### src/rtl/bist_datapath.sv
// Memory BIST datapath: up/down address generator with terminal detect, memory strobes,
// and a latency-matched read checker with sticky error and first-failure capture.
module bist_datapath #(
  parameter int ADDR_W = 4,
  parameter int DEPTH  = 16,
  parameter int DATA_W = 8,
  parameter int RD_LAT = 1,
  parameter int CNT_W  = 8
) (
  input  logic              clk,
  input  logic              rst,
  input  logic              clr,
  input  logic              enable,
  input  logic              rst_adr,
  input  logic              pr_res_adr,
  input  logic              up_down,
  input  logic              wr_en,
  input  logic              read_en,
  input  logic              data_bit,
  output logic              c_out,
  output logic [ADDR_W-1:0] mem_addr,
  output logic              mem_we,
  output logic              mem_re,
  output logic [DATA_W-1:0] mem_wdata,
  input  logic [DATA_W-1:0] mem_rdata,
  output logic              error,
  output logic [ADDR_W-1:0] fail_addr,
  output logic [DATA_W-1:0] fail_data,
  output logic [CNT_W-1:0]  fail_cnt
);

  localparam logic [ADDR_W-1:0] LAST_ADDR = ADDR_W'(DEPTH - 1);

  function automatic logic [CNT_W-1:0] sat_inc(input logic [CNT_W-1:0] v);
    return (&v) ? v : v + CNT_W'(1);
  endfunction

  logic [ADDR_W-1:0] addr;
  logic [RD_LAT:1]   vld_p;
  logic              exp_p  [1:RD_LAT];
  logic [ADDR_W-1:0] addr_p [1:RD_LAT];
  logic              mismatch;

  // Terminal detect: the terminal access still happens this cycle, the register then holds.
  assign c_out     = enable & (up_down ? (addr == LAST_ADDR) : (addr == '0));
  assign mem_addr  = addr;
  assign mem_we    = enable & wr_en;
  assign mem_re    = enable & read_en;
  assign mem_wdata = {DATA_W{data_bit}};

  always_ff @(posedge clk or negedge rst) begin
    if (!rst) begin
      addr <= '0;
    end else if (clr || rst_adr) begin
      addr <= '0;
    end else if (pr_res_adr) begin
      addr <= LAST_ADDR;
    end else if (enable && !c_out) begin
      addr <= up_down ? addr + ADDR_W'(1) : addr - ADDR_W'(1);
    end
  end

  // Stage 1..RD_LAT: read tags travel alongside the memory latency
  always_ff @(posedge clk or negedge rst) begin
    if (!rst) begin
      vld_p <= '0;
    end else if (clr) begin
      vld_p <= '0;
    end else begin
      vld_p[1] <= mem_re;
      for (int i = 2; i <= RD_LAT; i++) vld_p[i] <= vld_p[i-1];
    end
  end

  always_ff @(posedge clk) begin
    exp_p[1]  <= data_bit;
    addr_p[1] <= addr;
    for (int i = 2; i <= RD_LAT; i++) begin
      exp_p[i]  <= exp_p[i-1];
      addr_p[i] <= addr_p[i-1];
    end
  end

  // Stage RD_LAT: compare returned data against the expected background
  assign mismatch = vld_p[RD_LAT] & (mem_rdata != {DATA_W{exp_p[RD_LAT]}});

  always_ff @(posedge clk or negedge rst) begin
    if (!rst) begin
      error     <= 1'b0;
      fail_addr <= '0;
      fail_data <= '0;
      fail_cnt  <= '0;
    end else if (clr) begin
      error     <= 1'b0;
      fail_addr <= '0;
      fail_data <= '0;
      fail_cnt  <= '0;
    end else if (mismatch) begin
      error    <= 1'b1;
      fail_cnt <= sat_inc(fail_cnt);
      if (!error) begin
        fail_addr <= addr_p[RD_LAT];
        fail_data <= mem_rdata;
      end
    end
  end

endmodule

### config.mk
export PLATFORM = sky130hd
export DESIGN_NAME = bist_datapath
export DESIGN_NICKNAME = d
export VERILOG_FILES = /design/src/rtl/bist_datapath.sv
export SDC_FILE = /design/constraint.sdc
export NUM_CORES = 1
export LEC_CHECK = 0
export CORE_MARGIN = 2
export CORE_UTILIZATION = 45
export DETAILED_ROUTE_END_ITERATION = 10
export PLACE_DENSITY_LB_ADDON = 0.15
export SYNTH_ARGS = -nofsm -noshare
export SYNTH_HDL_FRONTEND = slang
export SYNTH_SLANG_ARGS = --single-unit
### constraint.sdc
create_clock -name clk -period 2.3 [get_ports clk]
set_input_delay 0.345 -clock clk [delete_from_list [all_inputs] [get_ports clk]]
set_output_delay 0.345 -clock clk [all_outputs]
set_load 0.01 [all_outputs]
==> results of run 1 <==
==> per-stage QoR <==
stage	cells	area [µm²]	power, mW	TNS, ns
after floorplan	166	1645	0.6778	0
after global placement	263	2235	0.7864	-0.7091
after detailed placement	263	2235	0.7916	-1.243
after CTS	270	2281	1.073	0
after global routing	270	2281	1.119	0
final	270	2281	1.061	0
==> layout by cell type, fill, tap and decap left out, types with 2 or more instances in the layout <==
master,count
or3_1,2
clkdlybuf4s50_1,51
inv_1,5
nor2_1,11
o21a_1,4
mux2i_1,13
dlygate4sd2_1,2
buf_4,13
clkbuf_1,2
a21oi_1,4
o21ai_0,2
a21o_1,2
or4_4,2
o311a_1,3
and2_1,3
nand3_1,3
nor2b_1,3
o31ai_1,2
mux2_2,3
clkbuf_4,5
dfrtp_1,26
dfxtp_1,5
nand4_1,3
or4_1,2
nor4_1,4
ha_1,3
nand2_1,31
==> metal layers <==
layer / GRT usage (%) / up-vias / part of all wire (%)
met5: 0 / - / 0
li1: - / 692 / -
met2: 33.33 / 44 / 51
met4: 7.979 / 0 / 0.56
met3: 4.340 / 4 / 6.0
met1: 24.13 / 697 / 43
==> cell type report <==
class	count	area (µm²)	share of cell area, %
clock buffers	7	45.04	1.975
flip-flops and latches	31	750.7	32.91
well taps	46	57.56	2.523
multi-input cells	115	783.3	34.34
inverters	5	18.77	0.8228
repair buffers	66	625.6	27.43
==> registers in the layout, summed over array words and instances (netlist names) <==
register	flops
addr_p	4
error	1
exp_p	1
fail_addr	4
fail_cnt	8
fail_data	8
mem_addr	4
vld_p	1
==> power groups by stage <==
stage          logic, mW  clock network (mW)  registers, mW
5_1_grt            0.224               0.318          0.577
3_5_place_dp       0.206                   0          0.586
4_1_cts            0.207               0.291          0.575
2_1_floorplan     0.0865                   0          0.591
3_3_place_gp       0.201                   0          0.585
6_report           0.205               0.281          0.575
==> logic make-up (layout without fill, tap and decap cells) <==
group                      after synthesis  after routing  share of synthesized area (%)
muxes                                   17             17                          10.87
buffers and inverters                   20             78                          7.301
DFF                                     31             31                          45.63
adders and majority gates                4              4                          3.498
AOI/OAI and AO/OA                       21             21                          9.810
and+or+nand+nor                         71             71                          21.83
xor gates and xnor gates                 2              2                          1.065
==> how the worst max path moves through the flow <==
| stage | from | end | slack, ns |
|---|---|---|---|
| after floorplan | mem_rdata[2] | fail_cnt[0] | 0.50 |
| after global placement | up_down | c_out | -0.15 |
| after detailed placement | up_down | c_out | -0.19 |
| after CTS | mem_addr[0] | c_out | 0.23 |
| after global routing | mem_rdata[2] | fail_addr[1] | 0.12 |
| final | mem_rdata[1] | fail_addr[2] | 0.24 |
==> what timing repair did <==
action	in CTS	in global routing
endpoints found under the setup margin	1	0
endpoints found under the hold margin	0	0
gates resized for setup	3	0
setup buffers	0	0
==> worst reg2reg max path, cell delays in order (launching register included) <==
cell     delay [ns]
dfxtp_1        0.33
nand4_1        0.09
o31ai_1        0.10
nor3_2         0.96
mux2i_1        0.29
==> flow_metrics.py, run 1 <==
metrics = {
    "worst_setup_path": {
        "r2r_slack_ns": 0.46,
        "cp_max_fo": 12,
        "cp.required_ns": 2.54,
        "crit_slowest_cell": "nor3_2",
        "r2r_cells": 4,
        "cpLargestDelayFamily": "simple AND/OR/NAND/NOR gates",
        "path_cells": "clkdlybuf4s50_1 > buf_4 > nand2_1 > o31ai_1 > nor3_2 > mux2i_1",
        "cp-end-kind": "flop",
        "cp.buffers_inverters": 2,
        "cp.arrival_ns": 2.30,
        "worstSetupStartpointType": "input pin",
        "critical_path_class": "input pin to flop",
        "r2r-start": "exp_p[1]",
        "reg2reg_to": "fail_addr[2]",
        "cp_num_cells": 6,
        "crit_path_max_incr_delay_ns": 0.96,
    },
    "power": {
        "p_leak_nw": 0.9554,
        "power.share.clock_pct": 26.5,
        "internal_power_mw": 0.7868,
        "ir_drop_v": 0.0002978,
        "p_sw_mw": 0.2739,
        "powerDensity_mw_per_mm2": 465.0,
        "swShare_pct": 25.82,
        "power_frac_comb_pct": 19.3,
        "p_seq_share_pct": 54.2,
    },
    "yosys": {
        "syn_inst": 166,
        "synth_area_leader_cell": "dfrtp_1",
        "ys_warn_count": 0,
        "yosys.cell_count.top_type": "nand2_1",
        "synthFlopType": "dfrtp_1",
        "synthTopCellsByCount": "31 x nand2_1, 26 x dfrtp_1, 13 x mux2i_1",
        "syn-cell-area_mm2": 0.001645,
        "synth-edff-count": 0,
        "ys_seq_elements": 31,
        "syn_nets": 188,
        "yosysSeqAreaShare_pct": 45.63,
        "synth_area_per_cell_um2": 9.912,
        "async_flop_share_pct": 83.87,
        "ys_types": 39,
        "synthTopCellsByArea": "dfrtp_1 40%, mux2i_1 7.9%, nand2_1 7.1%, dfxtp_1 6.1%, buf_4 3.7%",
        "yosysTopAreaCellShare_pct": 39.54,
    },
    "routing": {
        "drc": 0,
        "drt_iter0_markers": 81,
        "dr.pass1.iters": 4,
        "vias_per_cell": 5.322,
        "wirelength_mm": 3.753,
        "num_vias": 1437,
        "ant_nets": 0,
        "post_drt_wl_per_cell_um": 13.90,
    },
    "die": {
        "core-area_mm2": 0.003416,
        "dieArea_mm2": 0.004156,
        "row_count": 21,
        "die_x_um": 64.47,
        "dieHeight_um": 64.47,
        "ios": 54,
        "start_util_pct": 48.17,
    },
    "placed_design": {
        "post-place-ws_ns": -0.1859,
        "io_buffer_count": 53,
        "post-dp-hpwl_mm": 2.829,
        "gp_routability_congestion": 0.7598,
    },
    "final_layout": {
        "fill_cells": 289,
        "nets": 246,
        "area_growth_pct": 38.63,
        "antenna_cells": 0,
        "drive_gt1_share_pct": 12.50,
        "postLayoutCoreUtil_pct": 66.78,
    },
    "timing": {
        "hold_viol": 0,
        "setup_viol": 0,
        "hold-worst-slack_ns": 0.3778,
        "final.min_clock_period_ns": 2.061,
        "fmax_mhz": 485.3,
        "worstMarginPinSlew_ns": 1.204,
        "worst_slack_ns": 0.2395,
        "maxSlewHeadroom_pct": 19.31,
        "rsz0062_at_grt": "false",
        "min_period_over_period_pct": 89.59,
        "drv_slew": 0,
        "clock_skew_ns": 0.006542,
    },
    "clock_tree": {
        "cts_tree": "done",
        "clk_pin_slew_ns": 0.09,
        "clock_sinks": 31,
        "clock_path_buffers": 2,
        "ctsHoldBuffers": 0,
        "cts_root_buf": "clkbuf_4",
        "cts_buffers": 5,
        "clock_latency_ns": 0.32,
        "htree_num_levels": 2,
    },
    "global_routing": {
        "antenna_found_initial": 0,
        "grt_pass1_vias": 1441,
        "grt_usage_pct": 19.60,
        "grt_max_degree": 31,
        "grt_pass1_wl_mm": 6.389,
        "grt_overflow": 0,
    },
    "worst_hold_path": {
        "hold_path.class": "input pin to async pin",
    },
    "run": {
        "cap_viol_max_count": 0,
    },
    "status": {
        "outcome": "finished, final reports clean",
    },
}
(Power assumes the default switching activity.)
==> run 2, diff against run 1 <==
Settings changed: ABC_AREA set to 1, CORE_UTILIZATION 45 to 46.
==> flow_metrics.py, run 2 <==
metrics = {
    "worst_setup_path": {
        "cp.required_ns": 1.96,
        "path_cells": "clkdlybuf4s50_1 > nand2_1 > inv_1 > nand4_1 > a21boi_0 > clkdlybuf4s50_1",
        "cp_common_cell": "clkdlybuf4s50_1",
        "r2r_slack_ns": 0.73,
        "cp-end-kind": "output port",
        "r2r-start": "fail_cnt[0]",
        "critical_path_class": "input pin to output port",
        "cp_max_fo": 3,
        "crit_slowest_cell": "clkdlybuf4s50_1",
        "reg2reg_to": "fail_cnt[6]",
        "cp.buffers_inverters": 3,
        "r2r_cells": 7,
        "cpLargestDelayFamily": "buffers and inverters",
        "worstSetupStartpointType": "input pin",
        "cp.arrival_ns": 1.81,
        "crit_path_max_incr_delay_ns": 0.56,
    },
    "clock_tree": {
        "cts_buffers": 5,
        "cts_root_buf": "clkbuf_8",
        "ctsHoldBuffers": 0,
        "clock_sinks": 31,
        "ctsResizeCount": 0,
        "htree_num_levels": 2,
        "clk_pin_slew_ns": 0.07,
        "clock_latency_ns": 0.29,
        "cts_setup_buffers": 0,
        "cts_tree": "done",
        "clock_path_buffers": 2,
    },
    "global_routing": {
        "antenna_found_initial": 0,
        "gr-usage-met3_pct": 5.137,
        "met2_usage_pct": 30.87,
        "grt_most_used_layer": "met2",
        "grt_usage_pct": 19.47,
        "grt_overflow": 0,
        "grt_pass1_vias": 1450,
        "grt_pass1_wl_mm": 6.437,
        "met1_usage_pct": 24.64,
        "grt_max_degree": 28,
    },
    "final_layout": {
        "antenna_cells": 0,
        "drive_gt1_share_pct": 8.240,
        "largest_registers": "fail_cnt x8, fail_data x8",
        "final_common_cell": "nand2_1",
        "postLayoutCoreUtil_pct": 63.53,
        "nets": 288,
        "final_cell_mix": "57 x nand2_1, 53 x clkdlybuf4s50_1, 26 x dfrtp_1, 23 x nor2_1, 22 x nand3_1",
        "fin_cells": 315,
        "area_growth_pct": 33.26,
    },
    "yosys": {
        "synth-edff-count": 0,
        "syn-cell-area_mm2": 0.001745,
        "synth_area_leader_cell": "dfrtp_1",
        "syn_nets": 240,
        "synthTopCellsByArea": "dfrtp_1 37%, nand2_1 12%, nand4_1 6.5%, nand3_1 6.3%, dfxtp_1 5.7%",
        "async_flop_share_pct": 83.87,
        "yosysSeqAreaShare_pct": 43.01,
        "ys_types": 25,
        "syn_inst": 218,
        "synth_area_per_cell_um2": 8.007,
        "ys_warn_count": 0,
        "synthTopCellsByCount": "57 x nand2_1, 26 x dfrtp_1, 23 x nor2_1",
        "yosysTopAreaCellShare_pct": 37.28,
        "synthFlopType": "dfrtp_1",
        "yosys.cell_count.top_type": "nand2_1",
        "ys_seq_elements": 31,
    },
    "power": {
        "ir_drop_v": 0.0002917,
        "powerDensity_mw_per_mm2": 529.7,
        "finalPower_mw": 1.232,
        "p_leak_nw": 1.123,
    },
    "die": {
        "core-area_mm2": 0.003661,
        "die_x_um": 65.60,
        "dieArea_mm2": 0.004303,
        "ios": 54,
        "dieHeight_um": 65.60,
        "start_util_pct": 47.68,
        "row_count": 22,
    },
    "routing": {
        "drc": 0,
        "num_vias": 1498,
        "dr.pass1.iters": 5,
        "vias_per_cell": 4.756,
        "ant_nets": 0,
        "post_drt_wl_per_cell_um": 11.66,
        "drt_iter0_markers": 118,
        "wirelength_mm": 3.674,
    },
    "timing": {
        "clock_skew_ns": 0.008178,
        "hold_viol": 0,
        "rsz0062_at_grt": "false",
        "final.min_clock_period_ns": 2.153,
        "fin_setup_tns_ns": 0,
        "drv_slew": 0,
        "fmax_mhz": 464.4,
        "setup_viol": 0,
        "worstMarginPinSlew_ns": 0.3733,
        "maxSlewHeadroom_pct": 75.04,
        "min_period_over_period_pct": 93.62,
        "worst_slack_ns": 0.1467,
    },
    "worst_hold_path": {
        "hold_path.class": "input pin to async pin",
    },
    "run": {
        "cap_viol_max_count": 0,
    },
    "status": {
        "outcome": "finished, final reports clean",
    },
    "placed_design": {
        "gp_routability_congestion": 0.7908,
        "post-place-ws_ns": 0.1623,
        "dp.cells": 307,
        "io_buffer_count": 53,
        "post-dp-hpwl_mm": 2.547,
    },
}
## run 2: layout make-up
type                       instances  area (µm²)
clock inverter                     1       5.005
tap                               48       60.06
timing repair buffer              55       545.5
clock buffer                       7       86.33
inverter                          22       108.9
multi-input combinational        151       769.5
fill                             316        1335
sequential                        31       750.7
## run 2: worst max-delay path by stage
| stage | startpoint | to | slack [ns] | cells after the start |
|---|---|---|---|---|
| after floorplan | fail_cnt[0] | fail_cnt[2] | 0.91 | 6 |
| after global placement | up_down | c_out | 0.15 | 6 |
| after detailed placement | up_down | c_out | 0.16 | 6 |
| after CTS | up_down | c_out | 0.14 | 6 |
| after global routing | up_down | c_out | 0.09 | 6 |
| final | up_down | c_out | 0.15 | 6 |
## run 2: logic make-up after synthesis
kind of cell,after synthesis,synth area share (%)
adders and majority gates,4,3.298
xor gates and xnor gates,4,2.008
and+or+nand+nor,132,35.48
buffers and inverters,36,12.90
AOI/OAI and AO/OA,11,3.298
DFF,31,43.01
## run 2: worst register-to-register path: stages (launching register included)
cell	delay, ns
dfrtp_1	0.42
ha_1	0.24
nand2_1	0.09
nor2_1	0.08
nand2_1	0.07
nand4_1	0.32
nand3_1	0.17
nand2_1	0.07
## run 2: metal layers
layer / vias to the layer above / wire (µm)
met3: 5 / 245
met5: - / 0
met1: 652 / 1692
met4: 0 / 68
met2: 47 / 1669
li1: 794 / -
## run 2: stage by stage
stage	hold WS, ns	area [µm²]
6_report	0.4298	2326
2_1_floorplan	0.04941	1745
3_3_place_gp	0.4443	2235
3_5_place_dp	0.4467	2235
5_1_grt	0.4843	2326
4_1_cts	0.4425	2326
## run 2: where the power goes
group / internal (mW) / leakage [nW] / switching [mW]
clock network: 0.241 / 0.0482 / 0.198
registers: 0.567 / 0.397 / 0.0204
logic: 0.104 / 0.678 / 0.102
==> run 3, diff against run 2 <==
Settings changed: GPL_ROUTABILITY_DRIVEN set to 0, MAX_ROUTING_LAYER set to met4.
==> flow_metrics.py, run 3 (synthesized netlist as in run 2, its figures left out) <==
metrics = {
    "die": {
        "row_count": 22,
        "start_util_pct": 47.68,
        "core-area_mm2": 0.003661,
        "ios": 54,
        "die_x_um": 65.60,
        "dieHeight_um": 65.60,
        "dieArea_mm2": 0.004303,
    },
    "power": {
        "p_leak_nw": 1.123,
        "ir_drop_v": 0.0002917,
        "powerDensity_mw_per_mm2": 529.7,
        "finalPower_mw": 1.232,
    },
    "clock_tree": {
        "ctsResizeCount": 0,
        "clock_latency_ns": 0.29,
        "clock_sinks": 31,
        "ctsHoldBuffers": 0,
        "cts_buffers": 5,
        "htree_num_levels": 2,
        "clk_pin_slew_ns": 0.07,
        "cts_setup_buffers": 0,
        "cts_tree": "done",
        "cts_root_buf": "clkbuf_8",
        "clock_path_buffers": 2,
    },
    "timing": {
        "clock_skew_ns": 0.008178,
        "worst_slack_ns": 0.1467,
        "rsz0062_at_grt": "false",
        "final.min_clock_period_ns": 2.153,
        "drv_slew": 0,
        "setup_viol": 0,
        "worstMarginPinSlew_ns": 0.3733,
        "fmax_mhz": 464.4,
        "maxSlewHeadroom_pct": 75.04,
        "hold_viol": 0,
        "hold-worst-slack_ns": 0.4298,
        "fin_setup_tns_ns": 0,
        "min_period_over_period_pct": 93.62,
    },
    "global_routing": {
        "grt_max_degree": 28,
        "grt_overflow": 0,
        "antenna_found_initial": 0,
        "grt_usage_pct": 20.00,
        "grt_pass1_vias": 1450,
        "grt_pass1_wl_mm": 6.437,
    },
    "worst_setup_path": {
        "r2r_cells": 7,
        "cp-end-kind": "output port",
        "cp.required_ns": 1.96,
        "r2r-start": "fail_cnt[0]",
        "cp_max_fo": 3,
        "worstSetupStartpointType": "input pin",
        "reg2reg_to": "fail_cnt[6]",
        "critical_path_class": "input pin to output port",
        "cp.arrival_ns": 1.81,
        "crit_path_start": "up_down",
        "r2r_slack_ns": 0.73,
    },
    "placed_design": {
        "post-dp-hpwl_mm": 2.547,
        "dpl_cell_area_mm2": 0.002235,
        "io_buffer_count": 53,
        "dp.cells": 307,
        "post-place-ws_ns": 0.1623,
    },
    "worst_hold_path": {
        "hold_path.class": "input pin to async pin",
    },
    "final_layout": {
        "antenna_cells": 0,
        "postLayoutCoreUtil_pct": 63.53,
        "area_growth_pct": 33.26,
        "final_cell_area_mm2": 0.002326,
        "final_common_cell": "nand2_1",
        "fin_cells": 315,
        "fill_cells": 316,
        "largest_registers": "fail_cnt x8, fail_data x8",
        "regArea_um2": 750.7,
        "final_cell_mix": "57 x nand2_1, 53 x clkdlybuf4s50_1, 26 x dfrtp_1, 23 x nor2_1, 22 x nand3_1",
        "multi_input_area_um2": 769.5,
        "nets": 288,
        "drive_gt1_share_pct": 8.240,
    },
    "routing": {
        "dr.pass1.iters": 5,
        "ant_nets": 0,
        "vias_per_cell": 4.756,
        "num_vias": 1498,
        "post_drt_wl_per_cell_um": 11.66,
        "drc": 0,
        "drt_iter0_markers": 124,
        "wirelength_mm": 3.674,
    },
    "run": {
        "cap_viol_max_count": 0,
    },
    "status": {
        "outcome": "finished, final reports clean",
    },
}
==> run 3: cell counts in the layout (fill, tap and decap cells not counted) <==
Identical to the previous run, type by type.
==> run 3: critical path, stage by stage <==
cell	delay, ns
clkdlybuf4s50_1	0.51
nand2_1	0.06
inv_1	0.06
nand4_1	0.09
a21boi_0	0.18
clkdlybuf4s50_1	0.56
==> run 3: final cells by class <==
type                            count  share of cell area [%]
Inverter                           22                   4.680
Timing Repair Buffer               55                   23.45
Clock inverter                      1                  0.2152
Clock buffer                        7                   3.712
Tap cell                           48                   2.582
Multi-Input combinational cell    151                   33.08
Sequential cell                    31                   32.28
==> run 3: worst max-delay path by stage <==
stage               cells past startpoint  slack [ns]     endpoint
global route                            6        0.09        c_out
finish                                  6        0.15        c_out
CTS                                     6        0.14        c_out
detailed placement                      6        0.16        c_out
floorplan                               6        0.91  fail_cnt[2]
global placement                        6        0.15        c_out
==> run 3: power by group <==
part	internal [mW]	total [mW]	switching [mW]
sequential	0.567	0.587	0.0204
combinational	0.104	0.207	0.102
clock	0.241	0.438	0.198
total	0.912	1.23	0.320
==> run 3: layer usage <==
| layer | wire, µm | global-route usage, % |
|---|---|---|
| met1 | 1692 | 24.64 |
| met4 | 68 | 9.375 |
| met2 | 1669 | 30.87 |
| met3 | 245 | 5.137 |
| met5 | 0 | - |
